[src/rtl/fifo_wr_arbiter_if.sv]
// Write bus between the producers and the write-port arbiter of the async FIFO.
// The arbiter takes the slave modport; the producer/FIFO side takes master.
interface fifo_wr_arbiter_if #(
  parameter int DATA_WIDTH = 8,
  parameter int NUM_REQ    = 4,
  parameter int IDX_W      = 2
);
  logic [NUM_REQ-1:0]            req;
  logic [NUM_REQ*DATA_WIDTH-1:0] wr_data;
  logic                          w_full;
  logic [NUM_REQ-1:0]            ack;
  logic                          w_inc;
  logic [DATA_WIDTH-1:0]         w_wdata;
  logic [IDX_W-1:0]              grant_id;
  logic                          busy;

  modport master (
    output req, wr_data, w_full,
    input  ack, w_inc, w_wdata, grant_id, busy
  );

  modport slave (
    input  req, wr_data, w_full,
    output ack, w_inc, w_wdata, grant_id, busy
  );
endinterface

[src/rtl/fifo_wr_arbiter.sv]
// Round-robin arbiter sharing the async FIFO write port among NUM_REQ producers.
// Define FIFO_WR_ARB_BURST_EN for up to MAX_BURST words per grant; otherwise one word per grant.
module fifo_wr_arbiter #(
  parameter int DATA_WIDTH = 8,
  parameter int NUM_REQ    = 4,
  parameter int IDX_W      = 2,
  parameter int MAX_BURST  = 4
) (
  input logic              w_clk,
  input logic              w_rst_n,
  fifo_wr_arbiter_if.slave bus
);

  typedef enum logic [0:0] {
    IDLE  = 1'b0,
    BURST = 1'b1
  } state_t;

  localparam logic [IDX_W-1:0] LAST_IDX = IDX_W'(NUM_REQ - 1);

  if ((NUM_REQ < 2) || (NUM_REQ > 8) || (IDX_W != $clog2(NUM_REQ))) begin : g_bad_num_req
    $error("fifo_wr_arbiter: NUM_REQ must be 2..8 and IDX_W must equal clog2(NUM_REQ)");
  end
  if ((MAX_BURST < 1) || (MAX_BURST > 15)) begin : g_bad_max_burst
    $error("fifo_wr_arbiter: MAX_BURST must be 1..15");
  end

  state_t                  state_r;
  state_t                  state_s;
  logic [IDX_W-1:0]        grant_r;
  logic [IDX_W-1:0]        grant_s;
  logic [NUM_REQ-1:0]      sel_s;
  logic                    req_g_s;
  logic                    busy_s;
  logic                    write_s;
  logic [DATA_WIDTH-1:0]   data_s;
`ifdef FIFO_WR_ARB_BURST_EN
  localparam logic [3:0] LAST_BEAT = 4'(MAX_BURST - 1);
  logic [3:0]              burst_cnt_r;
  logic [3:0]              burst_cnt_s;
`endif

  // First set request strictly after 'last', wrapping at NUM_REQ-1.
  function automatic logic [IDX_W-1:0] rr_pick(input logic [NUM_REQ-1:0] r,
                                               input logic [IDX_W-1:0]   last);
    logic [IDX_W-1:0] idx;
    logic [IDX_W-1:0] pick;
    logic             found;
    idx   = last;
    pick  = last;
    found = 1'b0;
    for (int k = 0; k < NUM_REQ; k++) begin
      idx = (idx == LAST_IDX) ? {IDX_W{1'b0}} : (idx + IDX_W'(1));
      if (!found && r[idx]) begin
        pick  = idx;
        found = 1'b1;
      end else begin
        found = found;
      end
    end
    return pick;
  endfunction

  // Route the granted producer to the FIFO port; the strobe is gated by w_full.
  always_comb begin
    sel_s  = {NUM_REQ{1'b0}};
    data_s = {DATA_WIDTH{1'b0}};
    for (int i = 0; i < NUM_REQ; i++) begin
      sel_s[i] = (grant_r == IDX_W'(i));
      data_s   = data_s | (bus.wr_data[i*DATA_WIDTH +: DATA_WIDTH] & {DATA_WIDTH{sel_s[i]}});
    end
    busy_s  = (state_r == BURST);
    req_g_s = |(bus.req & sel_s);
    write_s = busy_s & req_g_s & ~bus.w_full;
  end

  assign bus.w_inc    = write_s;
  assign bus.ack      = sel_s & {NUM_REQ{write_s}};
  assign bus.w_wdata  = busy_s ? data_s : {DATA_WIDTH{1'b0}};
  assign bus.grant_id = grant_r;
  assign bus.busy     = busy_s;

  // Next-state logic: arbitrate in IDLE, stream words in BURST, stall while full.
  always_comb begin
    state_s = state_r;
    grant_s = grant_r;
`ifdef FIFO_WR_ARB_BURST_EN
    burst_cnt_s = burst_cnt_r;
`endif
    case (state_r)
      IDLE: begin
        if (|bus.req) begin
          grant_s = rr_pick(bus.req, grant_r);
          state_s = BURST;
`ifdef FIFO_WR_ARB_BURST_EN
          burst_cnt_s = 4'd0;
`endif
        end else begin
          state_s = IDLE;
        end
      end
      BURST: begin
        if (!req_g_s) begin
          state_s = IDLE;
        end else if (write_s) begin
`ifdef FIFO_WR_ARB_BURST_EN
          burst_cnt_s = burst_cnt_r + 4'd1;
          if (burst_cnt_r == LAST_BEAT) begin
            state_s = IDLE;
          end else begin
            state_s = BURST;
          end
`else
          state_s = IDLE;
`endif
        end else begin
          // w_full stall: hold everything, no timeout
          state_s = BURST;
        end
      end
      default: begin
        state_s = IDLE;
      end
    endcase
  end

  // State, grant and burst-count registers; reset leaves producer 0 first in line.
  always_ff @(posedge w_clk or negedge w_rst_n) begin
    if (!w_rst_n) begin
      state_r <= IDLE;
      grant_r <= LAST_IDX;
`ifdef FIFO_WR_ARB_BURST_EN
      burst_cnt_r <= 4'd0;
`endif
    end else begin
      state_r <= state_s;
      grant_r <= grant_s;
`ifdef FIFO_WR_ARB_BURST_EN
      burst_cnt_r <= burst_cnt_s;
`endif
    end
  end

endmodule

[src/flat_wrapper.sv]
// flat-port wrapper written by rule: the top's interface ports become plain ports
module fifo_wr_arbiter_flat 
#(
  parameter int DATA_WIDTH = 8,
  parameter int NUM_REQ    = 4,
  parameter int IDX_W      = 2,
  parameter int MAX_BURST  = 4
)
  (w_clk, w_rst_n, bus_req, bus_wr_data, bus_w_full, bus_ack, bus_w_inc, bus_w_wdata, bus_grant_id, bus_busy);
  fifo_wr_arbiter_if #(.DATA_WIDTH(DATA_WIDTH), .NUM_REQ(NUM_REQ), .IDX_W(IDX_W)) bus_i ();
  input logic w_clk;
  input logic w_rst_n;
  input wire logic [$bits(bus_i.req)-1:0] bus_req;
  input wire logic [$bits(bus_i.wr_data)-1:0] bus_wr_data;
  input wire logic [$bits(bus_i.w_full)-1:0] bus_w_full;
  output wire logic [$bits(bus_i.ack)-1:0] bus_ack;
  output wire logic [$bits(bus_i.w_inc)-1:0] bus_w_inc;
  output wire logic [$bits(bus_i.w_wdata)-1:0] bus_w_wdata;
  output wire logic [$bits(bus_i.grant_id)-1:0] bus_grant_id;
  output wire logic [$bits(bus_i.busy)-1:0] bus_busy;
  assign bus_i.req = bus_req;
  assign bus_i.wr_data = bus_wr_data;
  assign bus_i.w_full = bus_w_full;
  assign bus_ack = bus_i.ack;
  assign bus_w_inc = bus_i.w_inc;
  assign bus_w_wdata = bus_i.w_wdata;
  assign bus_grant_id = bus_i.grant_id;
  assign bus_busy = bus_i.busy;
  fifo_wr_arbiter #(.DATA_WIDTH(DATA_WIDTH), .NUM_REQ(NUM_REQ), .IDX_W(IDX_W), .MAX_BURST(MAX_BURST)) u_core (.w_clk(w_clk), .w_rst_n(w_rst_n), .bus(bus_i));
endmodule
[config.mk]
export PLATFORM = sky130hd
export DESIGN_NAME = fifo_wr_arbiter_flat
export DESIGN_NICKNAME = d
export VERILOG_FILES = /design/src/rtl/fifo_wr_arbiter_if.sv /design/src/rtl/fifo_wr_arbiter.sv /design/src/flat_wrapper.sv
export SDC_FILE = /design/constraint.sdc
export NUM_CORES = 1
export LEC_CHECK = 0
export BUFFER_PORTS_ARGS = -buffer_cell sky130_fd_sc_hd__clkbuf_2
export CAP_MARGIN = 5
export CORE_ASPECT_RATIO = 1.1
export CORE_UTILIZATION = 34
export CTS_BUF_LIST = sky130_fd_sc_hd__clkbuf_16
export CTS_CLUSTER_SIZE = 14
export DETAILED_ROUTE_END_ITERATION = 10
export PLACE_DENSITY_LB_ADDON = 0.2
export SLEW_MARGIN = 20
export SYNTH_ARGS = -nofsm -noshare
export SYNTH_HDL_FRONTEND = slang
export SYNTH_SLANG_ARGS = --single-unit
[constraint.sdc]
create_clock -name w_clk -period 2.35 [get_ports w_clk]
set_input_delay 0.3525 -clock w_clk [delete_from_list [all_inputs] [get_ports w_clk]]
set_output_delay 0.3525 -clock w_clk [all_outputs]
set_load 0.03 [all_outputs]
==> run summary, run 1 <==
===============================================================================================
Simple-gate area share of the yosys netlist                                              17.67%
Worst slew margin                                                                        61.11%
Area Overhead vs Synth                                                                   71.55%
Die outline height                                                                     45.34 um
Largest net degree at the start of global routing                                            15
Nets                                                                                        176
Register bit count reported by yosys                                                          3
Count of placed standard cells including taps                                               141
Part of the power in registers                                                             9.4%
Minimum period implied by the final worst setup slack                                  2.317 ns
Kind of path behind the tightest hold check                                        input pin to flop
Iteration count of the initial detailed-routing pass                                          4
Number of nets in the synthesized netlist                                                   114
Worst IR drop on VDD                                                                 0.001236 V
Hold Vio Cnt, Final                                                                           0
Outcome                                                                            finished, final reports clean
Number of sinks handled by clock tree synthesis                                               3
Number of levels the H-tree was split into                                                    1
PD cells                                                                           1507 nW/um^2
DIE AREA                                                                             1877 sq um
Crit path kind                                                                     flop to output pin
Switching Share                                                                          50.05%
I/O pin count                                                                                55
Total overflow reported by the global router                                                  0
Clock input transition at the sequential cells of the worst setup and hold paths        0.03 ns
Vias after detailed routing                                                                 786
Clk buf depth                                                                                 2
Fraction of synthesized area in multiplexers                                             1.724%
Area share of xor/xnor cells in the synthesized design                                       0%
Die span in x                                                                          41.40 um
Placer Congestion                                                                        0.8435
Initial cell density of the core                                                         36.83%
Later-pin clock latency in the skew report                                              0.23 ns
Total CTS buffers                                                                             3
TritonCTS clock tree                                                                       done
CP cell instances                                                                  inv_1 > ha_1 > a22o_1 > a221oi_4 > nor3b_4 > and2_1 > clkbuf_4
Dominant combinational cell family by area after synthesis                         compound AO/OA/AOI/OAI gates
Yosys warning total                                                                           0
Worst EP required                                                                       2.00 ns
Netlist area before placement                                                       580.6 sq um
Count of routing violations after the opening detailed-route iteration                       24
Core Box Area                                                                        1577 sq um
Number of antenna violations at the first check in global routing                             0
Combinational cell fraction of total power                                                72.7%
Switching component of the power                                                       751.4 uW
Critical path arrival                                                                   1.96 ns
Critical Path Fanout Max                                                                      5
Post-route DRC violation count                                                                0
Global-route wire length before repair                                                  2822 um
Critical Path End Type                                                               output pin
Count of antenna diodes in the layout                                                         0
Total area of sequential cells                                                      77.57 sq um
Max-cap violations                                                                            0
GRT Total Usage                                                                          20.05%
Internal power component                                                               749.9 uW
Fraction of final layout cells sized beyond drive strength 1                             54.55%
Clock root buffer                                                                  sky130_fd_sc_hd__clkbuf_16
Reported leakage power                                                             0.0005243 uW
Filler cells                                                                                147
Post-Synthesis Cells                                                                         71
Non-Filler Instances                                                                        149
Total power                                                                             1501 uW
Count of port buffers added during placement                                                 54
Slowest cell delay on critical path                                                     0.52 ns
PnR worst setup slack                                                                0.03286 ns
Sequential-to-total area share from yosys stat                                           13.36%
Flop2flop setup slack                                                                   0.56 ns
Setup violations, final                                                                       0
Post-DRT Antenna Nets                                                                         0
Cell with the largest stage delay on the worst path                                sky130_fd_sc_hd__dfstp_2
Slew at the pin with the worst max-slew slack                                         0.5780 ns
Startpoint types                                                                           flop
Vias per Instance                                                                         5.275
Most frequent cells in the layout                                                  50 x sky130_fd_sc_hd__clkbuf_2, 16 x sky130_fd_sc_hd__a22oi_1, 8 x sky130_fd_sc_hd__a21boi_0, 7 x sky130_fd_sc_hd__buf_4
Share of the synthesized area in compound gates (AO/OA/AOI/OAI)                          47.84%
Most common cell after layout, fill and taps aside                                 sky130_fd_sc_hd__clkbuf_2
Share of power burned in the clock network                                                17.9%
Count of different cell masters after synthesis                                              31
Via count of the first global-routing pass                                                  662
Final routed wirelength across all metal layers                                         1945 um
DP Worst Slack                                                                        0.1956 ns
Crit share post-route                                                                    98.60%
Maximum clock skew at final layout                                                  0.001848 ns
Mean instance size in the synthesized netlist                                       8.177 sq um
Max Fclk                                                                              431.6 MHz
Adder and majority gate portion of the synthesized area                                  8.621%
Fin. max-slew vios                                                                            0
Routed wire per std cell                                                               13.05 um
Number of rows in the core area                                                              15
Multi-input gate area in the final layout                                           460.4 sq um
Final HPWL from detailed placement                                                      1420 um
===============================================================================================
per-layer routing:
layer | vias up | global-route usage [%] | wire, um
met5 | - | 0 | 0
met4 | 0 | 15.48 | 37
met2 | 38 | 37.50 | 1017
met1 | 348 | 19.42 | 764
li1 | 396 | - | -
met3 | 4 | 4.400 | 126
final cells by class:
type,count,area share [%]
clock buffers,3,7.538
clock inverters,1,0.3769
multi-input cells,59,46.23
well taps,17,2.136
repair buffers,62,34.42
flip-flops and latches,3,7.789
inverters,4,1.508
what timing repair did:
action                                  CTS  global route
resized for setup                         4             3
endpoints found under the hold margin     1             0
setup buffers                             2             1
hold buffers                              1             0
endpoints found under the setup margin    4             4
cell usage after synthesis (all sizes together):
cell type | instances | area [sq um]
dfrtp | 1 | 25.02
clkbuf | 2 | 17.51
o21ai | 2 | 10.01
a31oi | 1 | 6.260
a21boi | 8 | 60.06
nor2b | 1 | 6.260
buf | 3 | 30.03
inv | 4 | 15.01
nor3 | 1 | 10.01
o2bb2ai | 1 | 8.760
a21oi | 2 | 10.01
nor3b | 1 | 12.51
nand2b | 1 | 6.260
dfstp | 2 | 52.55
o31ai | 1 | 7.510
and2b | 1 | 7.510
o211a | 1 | 10.01
mux2i | 1 | 10.01
or2 | 1 | 6.260
nand2 | 2 | 7.510
o22ai | 2 | 12.51
a211o | 1 | 8.760
ha | 4 | 50.05
nor4 | 1 | 6.260
nor2 | 4 | 15.01
and2 | 4 | 25.02
a221oi | 1 | 15.01
a22oi | 16 | 120.1
a22o | 1 | 8.760
stage by stage:
| stage | TNS (ns) | utilization, % | hold slack, ns | cell area [sq um] |
|---|---|---|---|---|
| detailed placement | 0 | 54.60 | 0.1488 | 860.8 |
| finish | 0 | 63.17 | 0.4349 | 996.0 |
| global route | -0.1066 | 63.17 | 0.4572 | 996.0 |
| floorplan | 0 | - | 0.05691 | 586.8 |
| CTS | 0 | 61.83 | 0.4329 | 974.7 |
| global placement | 0 | 54.60 | 0.1482 | 860.8 |
sequential cells by signal, indices dropped and copies added, names as in the netlist:
name	count
u_core.bus.busy	1
u_core.bus.grant_id	2
worst max-delay path: cells and delay by family (launching register included):
family | cells | cell delay (ns)
compound gates | 2 | 0.50
fa+ha+maj | 1 | 0.22
buf+inv | 2 | 0.24
flops | 1 | 0.52
simple gates | 2 | 0.26
power by group through the flow:
stage / sequential [uW] / clock (uW) / combinational, uW
2_1_floorplan: 180 / 0 / 724
3_3_place_gp: 147 / 0 / 978
3_5_place_dp: 149 / 0 / 992
4_1_cts: 138 / 274 / 1040
5_1_grt: 148 / 279 / 1180
6_report: 141 / 269 / 1090
path summary, 6_finish.rpt:
path / from / to / cells after the start
min in group asynchronous: w_rst_n / u_core.bus.busy / 2
worst max register to register: u_core.bus.grant_id[0] / u_core.bus.busy / 7
max in group asynchronous: w_rst_n / u_core.bus.grant_id[1] / 2
worst max-delay path: u_core.bus.grant_id[0] / bus_ack[0] / 7
worst min-delay path: bus_w_full / u_core.bus.busy / 3
worst min register to register: u_core.bus.grant_id[1] / u_core.bus.grant_id[1] / 2
logic make-up after synthesis:
group / Yosys count
AO/OA/AOI/OAI: 37
buffers and inverters: 9
multiplexers: 1
adder cells (fa/ha/maj): 4
flip-flops: 3
AND/OR/NAND/NOR: 17
No activity file was read; power rests on OpenSTA's default activity.
==> run 2, diff against run 1 <==
--- a/config.mk
+++ b/config.mk
@@ -13,6 +13,7 @@
 export CTS_CLUSTER_SIZE = 14
 export DETAILED_ROUTE_END_ITERATION = 10
 export PLACE_DENSITY_LB_ADDON = 0.2
+export SETUP_SLACK_MARGIN = 0.2
 export SLEW_MARGIN = 20
 export SYNTH_ARGS = -nofsm -noshare
 export SYNTH_HDL_FRONTEND = slang
==> run 2 against run 1 <==
Routed wire length increased by 6.2%. Global-route usage increased by 1.0 points. Largest cell class unchanged. Final cell count unchanged. First-iteration DRC count decreased by 17%. Via count increased by 0.89%. Power increased by 6.8%.
==> run summary, run 2 (synthesis gave the netlist of run 1 again) <==
===============================================================================================
Final HPWL from detailed placement                                                      1493 um
Crit path kind                                                                     flop to output pin
Number of rows in the core area                                                              15
Reported leakage power                                                             0.0005469 uW
Kind of path behind the tightest hold check                                        input pin to flop
Total overflow reported by the global router                                                  0
Max Fclk                                                                              437.1 MHz
Routed wire per std cell                                                               13.86 um
Flip-flop count of the largest register after layout                                          2
DIE AREA                                                                             1877 sq um
Count of port buffers added during placement                                                 54
Max-cap violations                                                                            0
Count of routing violations after the opening detailed-route iteration                       20
Count of placed standard cells including taps                                               139
Area Overhead vs Synth                                                                   84.91%
Total CTS buffers                                                                             3
Die outline height                                                                     45.34 um
Fraction of final layout cells sized beyond drive strength 1                             59.85%
Startpoint types                                                                           flop
Largest net degree at the start of global routing                                            15
Most frequent cells in the layout                                                  47 x sky130_fd_sc_hd__clkbuf_2, 15 x sky130_fd_sc_hd__a22oi_1, 8 x sky130_fd_sc_hd__a21boi_1, 7 x sky130_fd_sc_hd__buf_4
Final TNS setup                                                                            0 ns
Initial cell density of the core                                                         36.83%
Clk buf depth                                                                                 2
Global-route wire length before repair                                                  3084 um
Number of sinks handled by clock tree synthesis                                               3
Total power                                                                             1604 uW
Number of levels the H-tree was split into                                                    1
Post-layout utilization of the core                                                      68.10%
Worst EP required                                                                       2.00 ns
Minimum period implied by the final worst setup slack                                  2.288 ns
TritonCTS clock tree                                                                       done
Outcome                                                                            finished, final reports clean
RSZ-0062 raised after global routing                                                        yes
I/O pin count                                                                                55
Maximum clock skew at final layout                                                  0.001673 ns
Vias per Instance                                                                         5.322
Fin. max-slew vios                                                                            0
Nets                                                                                        176
Number of antenna violations at the first check in global routing                             0
Non-Filler Instances                                                                        149
Post-route DRC violation count                                                                0
Most common cell after layout, fill and taps aside                                 sky130_fd_sc_hd__clkbuf_2
Worst slew margin                                                                        64.83%
Worst IR drop on VDD                                                                0.0008600 V
Critical path arrival                                                                   1.94 ns
Filler cells                                                                                128
Final worst hold slack                                                                0.4348 ns
Placer Congestion                                                                        0.8974
Core Box Area                                                                        1577 sq um
Setup violations, final                                                                       0
Critical Path End Type                                                               output pin
Later-pin clock latency in the skew report                                              0.22 ns
Final routed wirelength across all metal layers                                         2065 um
Iteration count of the initial detailed-routing pass                                          4
Hold Vio Cnt, Final                                                                           0
Via count of the first global-routing pass                                                  706
Slew at the pin with the worst max-slew slack                                         0.5227 ns
PD cells                                                                           1494 nW/um^2
Critical Path Fanout Max                                                                      7
GRT Total Usage                                                                          21.06%
Clock input transition at the sequential cells of the worst setup and hold paths        0.03 ns
Crit share post-route                                                                    97.36%
Die span in x                                                                          41.40 um
Post-DRT Antenna Nets                                                                         0
Clock root buffer                                                                  sky130_fd_sc_hd__clkbuf_16
Count of antenna diodes in the layout                                                         0
Vias after detailed routing                                                                 793
===============================================================================================
## run 2: changes by cell type in the layout (fill, tap and decap cells not counted), sizes merged
cell and delta:
clkbuf -4, buf +4
## run 2: layer usage
| layer | share of wire [%] | global-route usage, % | wire (um) | up-vias |
|---|---|---|---|---|
| met4 | 2.6 | 12.90 | 53 | 0 |
| met1 | 38 | 22.28 | 791 | 340 |
| met3 | 8.2 | 4.800 | 169 | 6 |
| met5 | 0 | 0 | 0 | - |
| met2 | 51 | 38.44 | 1051 | 50 |
| li1 | - | - | - | 397 |
## run 2: final timing paths
kind / start / end / slack [ns] / cells past startpoint
worst min register to register: u_core.bus.grant_id[1] / u_core.bus.grant_id[1] / 0.59 / 2
worst max register to register: u_core.bus.grant_id[0] / u_core.bus.busy / 0.66 / 6
worst min-delay path: bus_w_full / u_core.bus.busy / 0.43 / 3
min in group asynchronous: w_rst_n / u_core.bus.busy / 0.46 / 2
worst max-delay path: u_core.bus.grant_id[0] / bus_ack[3] / 0.06 / 7
max in group asynchronous: w_rst_n / u_core.bus.grant_id[0] / 1.70 / 2
## run 2: repair_timing
action | in CTS | in global routing
setup endpoints to repair | 6 | 13
pin swaps | 1 | 2
resized for setup | 11 | 8
buffers inserted | 2 | 3
endpoints found under the hold margin | 1 | 0
hold buffers | 1 | 0
## run 2: where the power goes
| part | internal (uW) | switching [uW] |
|---|---|---|
| Sequential | 94.6 | 66.3 |
| Clock | 219 | 45.4 |
| Combinational | 512 | 666 |
| Total | 826 | 778 |
## run 2: worst max-delay path: stages (launching register included)
cell	delay, ns
sky130_fd_sc_hd__dfstp_2	0.61
sky130_fd_sc_hd__inv_4	0.07
sky130_fd_sc_hd__ha_4	0.16
sky130_fd_sc_hd__a22o_1	0.23
sky130_fd_sc_hd__a221oi_4	0.25
sky130_fd_sc_hd__nor3b_4	0.10
sky130_fd_sc_hd__and2_4	0.18
sky130_fd_sc_hd__buf_8	0.13
## run 2: layout make-up
cell class / instances / area (sq um) / area share, %
Inverter: 4 / 17.52 / 1.632
Tap cell: 17 / 21.27 / 1.981
Clock inverter: 1 / 3.754 / 0.3497
Sequential cell: 3 / 77.57 / 7.226
Clock buffer: 3 / 75.07 / 6.993
Multi-Input combinational cell: 59 / 498.0 / 46.39
Timing Repair Buffer: 62 / 380.4 / 35.43
## run 2: stage by stage
stage / worst slack, ns / cell area [sq um]
2_1_floorplan: 0.1441 / 621.8
3_3_place_gp: 0.2400 / 880.8
3_5_place_dp: 0.1882 / 880.8
4_1_cts: 0.06057 / 1036
5_1_grt: -0.01904 / 1074
6_report: 0.06213 / 1074
==> run 3, diff against run 2 <==
--- a/config.mk
+++ b/config.mk
@@ -5,6 +5,7 @@
 export SDC_FILE = /design/constraint.sdc
 export NUM_CORES = 1
 export LEC_CHECK = 0
+export ABC_AREA = 1
 export BUFFER_PORTS_ARGS = -buffer_cell sky130_fd_sc_hd__clkbuf_2
 export CAP_MARGIN = 5
 export CORE_ASPECT_RATIO = 1.1
==> run 3 against run 2 <==
Highest routed layer unchanged. Global-route usage increased by 2.0 points. Power grew 44%. Critical path depth grew 1. Critical path type unchanged. Clock-buffer cell count unchanged. Critical endpoint is now bus_ack[0]. Core utilization rose by 0.10 points. Clock skew up 0.00061 ns. Synthesized cell count up 100%. Final cell count increased by 58%. Routed wire length increased by 31%.
==> run summary, run 3 <==
===============================================================================================
Netlist area before placement                                                       757.0 sq um
Number of antenna violations at the first check in global routing                             0
Global-route wire length before repair                                                  4140 um
Most frequently used cell type in the post-synthesis netlist                       sky130_fd_sc_hd__nand2_1
Yosys warning total                                                                           0
Post-Synthesis Cells                                                                        144
Final routed wirelength across all metal layers                                         2700 um
Critical Path End Type                                                               output pin
Reported leakage power                                                             0.0007093 uW
Via count of the first global-routing pass                                                 1021
Part of the power in registers                                                             6.7%
Number of levels the H-tree was split into                                                    1
WP buf/inv                                                                                    3
Clock root buffer                                                                  sky130_fd_sc_hd__clkbuf_16
Switching component of the power                                                        1287 uW
Hold Vio Cnt, Final                                                                           0
Critical Path Fanout Max                                                                      5
Worst IR drop on VDD                                                                 0.001164 V
Iteration count of the initial detailed-routing pass                                          5
Total overflow reported by the global router                                                  0
Maximum clock skew at final layout                                                  0.002281 ns
Multi-input gate area in the final layout                                           711.9 sq um
Final worst hold slack                                                                0.4697 ns
Filler cells                                                                                181
Vias after detailed routing                                                                1178
Largest area contributor in the synthesized netlist                                sky130_fd_sc_hd__nand2_1
Setup violations, final                                                                       0
Share of power burned in the clock network                                                11.3%
Sequential-to-total area share from yosys stat                                           10.25%
Final HPWL from detailed placement                                                      2068 um
Outcome                                                                            finished, final reports clean
Depth of the worst register-to-register path                                                 12
Die span in x                                                                          46.99 um
Most common cell after layout, fill and taps aside                                 sky130_fd_sc_hd__nand2_1
Worst slew margin                                                                        80.48%
Startpoint types                                                                           flop
Most used DFF post-synth                                                           sky130_fd_sc_hd__dfstp_2
Final TNS setup                                                                            0 ns
Most used standard cells in the synthesized netlist                                72 x sky130_fd_sc_hd__nand2_1, 15 x sky130_fd_sc_hd__inv_1, 12 x sky130_fd_sc_hd__nand3_1
Count of different cell masters after synthesis                                              20
CP cell instances                                                                  ha_4 > inv_4 > o22ai_4 > o21ai_4 > nor2_4 > inv_4 > nor2_4 > clkbuf_8
Crit path kind                                                                     flop to output pin
Post-route DRC violation count                                                                0
Crit share post-route                                                                    91.57%
DIE AREA                                                                             2419 sq um
Fin. max-slew vios                                                                            0
Count of port buffers added during placement                                                 54
Die outline height                                                                     51.49 um
Cell with the largest stage delay on the worst path                                sky130_fd_sc_hd__dfstp_4
Dominant delay contributor by cell family on the critical path                       flip-flops
Area Overhead vs Synth                                                                   83.97%
Minimum period implied by the final worst setup slack                                  2.152 ns
Core Box Area                                                                        2042 sq um
Top cell type's share of synthesized area                                                35.70%
I/O pin count                                                                                55
GRT Total Usage                                                                          23.02%
Register bit count reported by yosys                                                          3
Later-pin clock latency in the skew report                                              0.22 ns
Proportion of synthesized flip-flops having asynchronous set or reset                    100.0%
Count of flip-flops with a built-in enable after synthesis                                    0
Worst EP required                                                                       2.00 ns
Count of antenna diodes in the layout                                                         0
Vias per Instance                                                                         4.992
Number of rows in the core area                                                              17
Total CTS buffers                                                                             3
Fraction of final layout cells sized beyond drive strength 1                             46.63%
Count of routing violations after the opening detailed-route iteration                       20
Routed wire per std cell                                                               11.44 um
Mean instance size in the synthesized netlist                                       5.257 sq um
Max-cap violations                                                                            0
Placer Congestion                                                                        0.8409
Combinational cell fraction of total power                                                82.0%
Largest net degree at the start of global routing                                            13
Clk buf depth                                                                                 2
Clock input transition at the sequential cells of the worst setup and hold paths        0.03 ns
TritonCTS clock tree                                                                       done
Internal power component                                                                1021 uW
Number of nets in the synthesized netlist                                                   187
Kind of path behind the tightest hold check                                        input pin to asynchronous set/reset pin
Slowest cell delay on critical path                                                     0.67 ns
Nets                                                                                        252
PD cells                                                                           1658 nW/um^2
RSZ-0062 raised after global routing                                                        yes
Switching Share                                                                          55.77%
Flop2flop setup slack                                                                   0.38 ns
Max Fclk                                                                              464.7 MHz
Most frequent cells in the layout                                                  72 x sky130_fd_sc_hd__nand2_1, 48 x sky130_fd_sc_hd__clkbuf_2, 13 x sky130_fd_sc_hd__buf_4, 12 x sky130_fd_sc_hd__nand3_1, 11 x sky130_fd_sc_hd__inv_1
Number of sinks handled by clock tree synthesis                                               3
Critical path arrival                                                                   1.80 ns
Initial cell density of the core                                                         37.07%
Slew at the pin with the worst max-slew slack                                         0.2924 ns
Post-DRT Antenna Nets                                                                         0
Reg-to-reg critical path startpoint                                                u_core.bus.grant_id[0]
Flip-flop count of the largest register after layout                                          2
Worst reg2reg path endpoint                                                        u_core.bus.grant_id[0]
Total area of sequential cells                                                      81.33 sq um
Synth top area cells                                                               sky130_fd_sc_hd__nand2_1 36%, sky130_fd_sc_hd__a41oi_1 9.3%, sky130_fd_sc_hd__nand3_1 7.9%, sky130_fd_sc_hd__inv_1 7.4%, sky130_fd_sc_hd__dfstp_2 6.9%
===============================================================================================
[run 3: changes by cell type after synthesis, sizes merged, moves of 3 or more]
cell and change:
nand3 +12, nand2 +74, a41oi +8, and2 -4, nor2 +4, a21boi -8
inv +13, o21ai +3, a22oi -16
[run 3: cells by family (layout without fill, tap and decap cells)]
group,Yosys count,after routing,share of synthesized area [%]
AND/OR/NAND/NOR,97,97,53.06
AO/OA/AOI/OAI,17,17,15.70
adder cells (fa/ha/maj),4,4,6.612
flip-flops,3,3,10.25
buffers and inverters,23,87,14.38
[run 3: worst max path at each step]
stage                                      start  slack (ns)  cells after the start    endpoint
after floorplan           u_core.bus.grant_id[0]        0.16                      8  bus_ack[0]
after global placement    u_core.bus.grant_id[0]        0.26                      9  bus_ack[0]
after detailed placement  u_core.bus.grant_id[0]        0.24                      9  bus_ack[0]
after CTS                 u_core.bus.grant_id[0]        0.20                      9  bus_ack[0]
after global routing      u_core.bus.grant_id[0]        0.14                      8  bus_ack[0]
final                     u_core.bus.grant_id[0]        0.20                      8  bus_ack[0]
[run 3: cell type report]
cell class / count / share of cell area, %
clock inverters: 1 / 0.2695
repair buffers: 66 / 29.20
clock buffers: 3 / 5.391
well taps: 28 / 2.516
inverters: 17 / 5.660
flip-flops and latches: 3 / 5.840
multi-input cells: 118 / 51.12
[run 3: through the flow]
stage                     worst slack (ns)  power (uW)  cells  utilization (%)  cell area [sq um]
after floorplan                     0.1640        1473    144                -              868.3
after global placement              0.2574        1717    222            54.96               1122
after detailed placement            0.2426        1753    222            54.96               1122
after CTS                           0.2029        2169    233            64.58               1319
after global routing                0.1350        2511    236            68.20               1393
final                               0.1981        2308    236            68.20               1393
[run 3: repair_timing]
| action | in CTS | in global routing |
|---|---|---|
| hold buffers | 1 | 0 |
| resized for setup | 15 | 16 |
| hold endpoints to repair | 1 | 0 |
| buffers inserted | 6 | 3 |
| endpoints found under the setup margin | 5 | 6 |
| pin swaps | 3 | 2 |
[run 3: power by group through the flow]
stage | clock [uW] | sequential, uW | combinational [uW]
2_1_floorplan | 0 | 206 | 1270
3_3_place_gp | 0 | 158 | 1560
3_5_place_dp | 0 | 162 | 1590
4_1_cts | 265 | 146 | 1760
5_1_grt | 277 | 160 | 2070
6_report | 261 | 155 | 1890
[run 3: layer usage]
metal	share of wire (%)	track usage [%]
met4	0.44	1.905
met3	6.9	2.827
met1	41	24.52
met5	0	0
met2	51	46.76
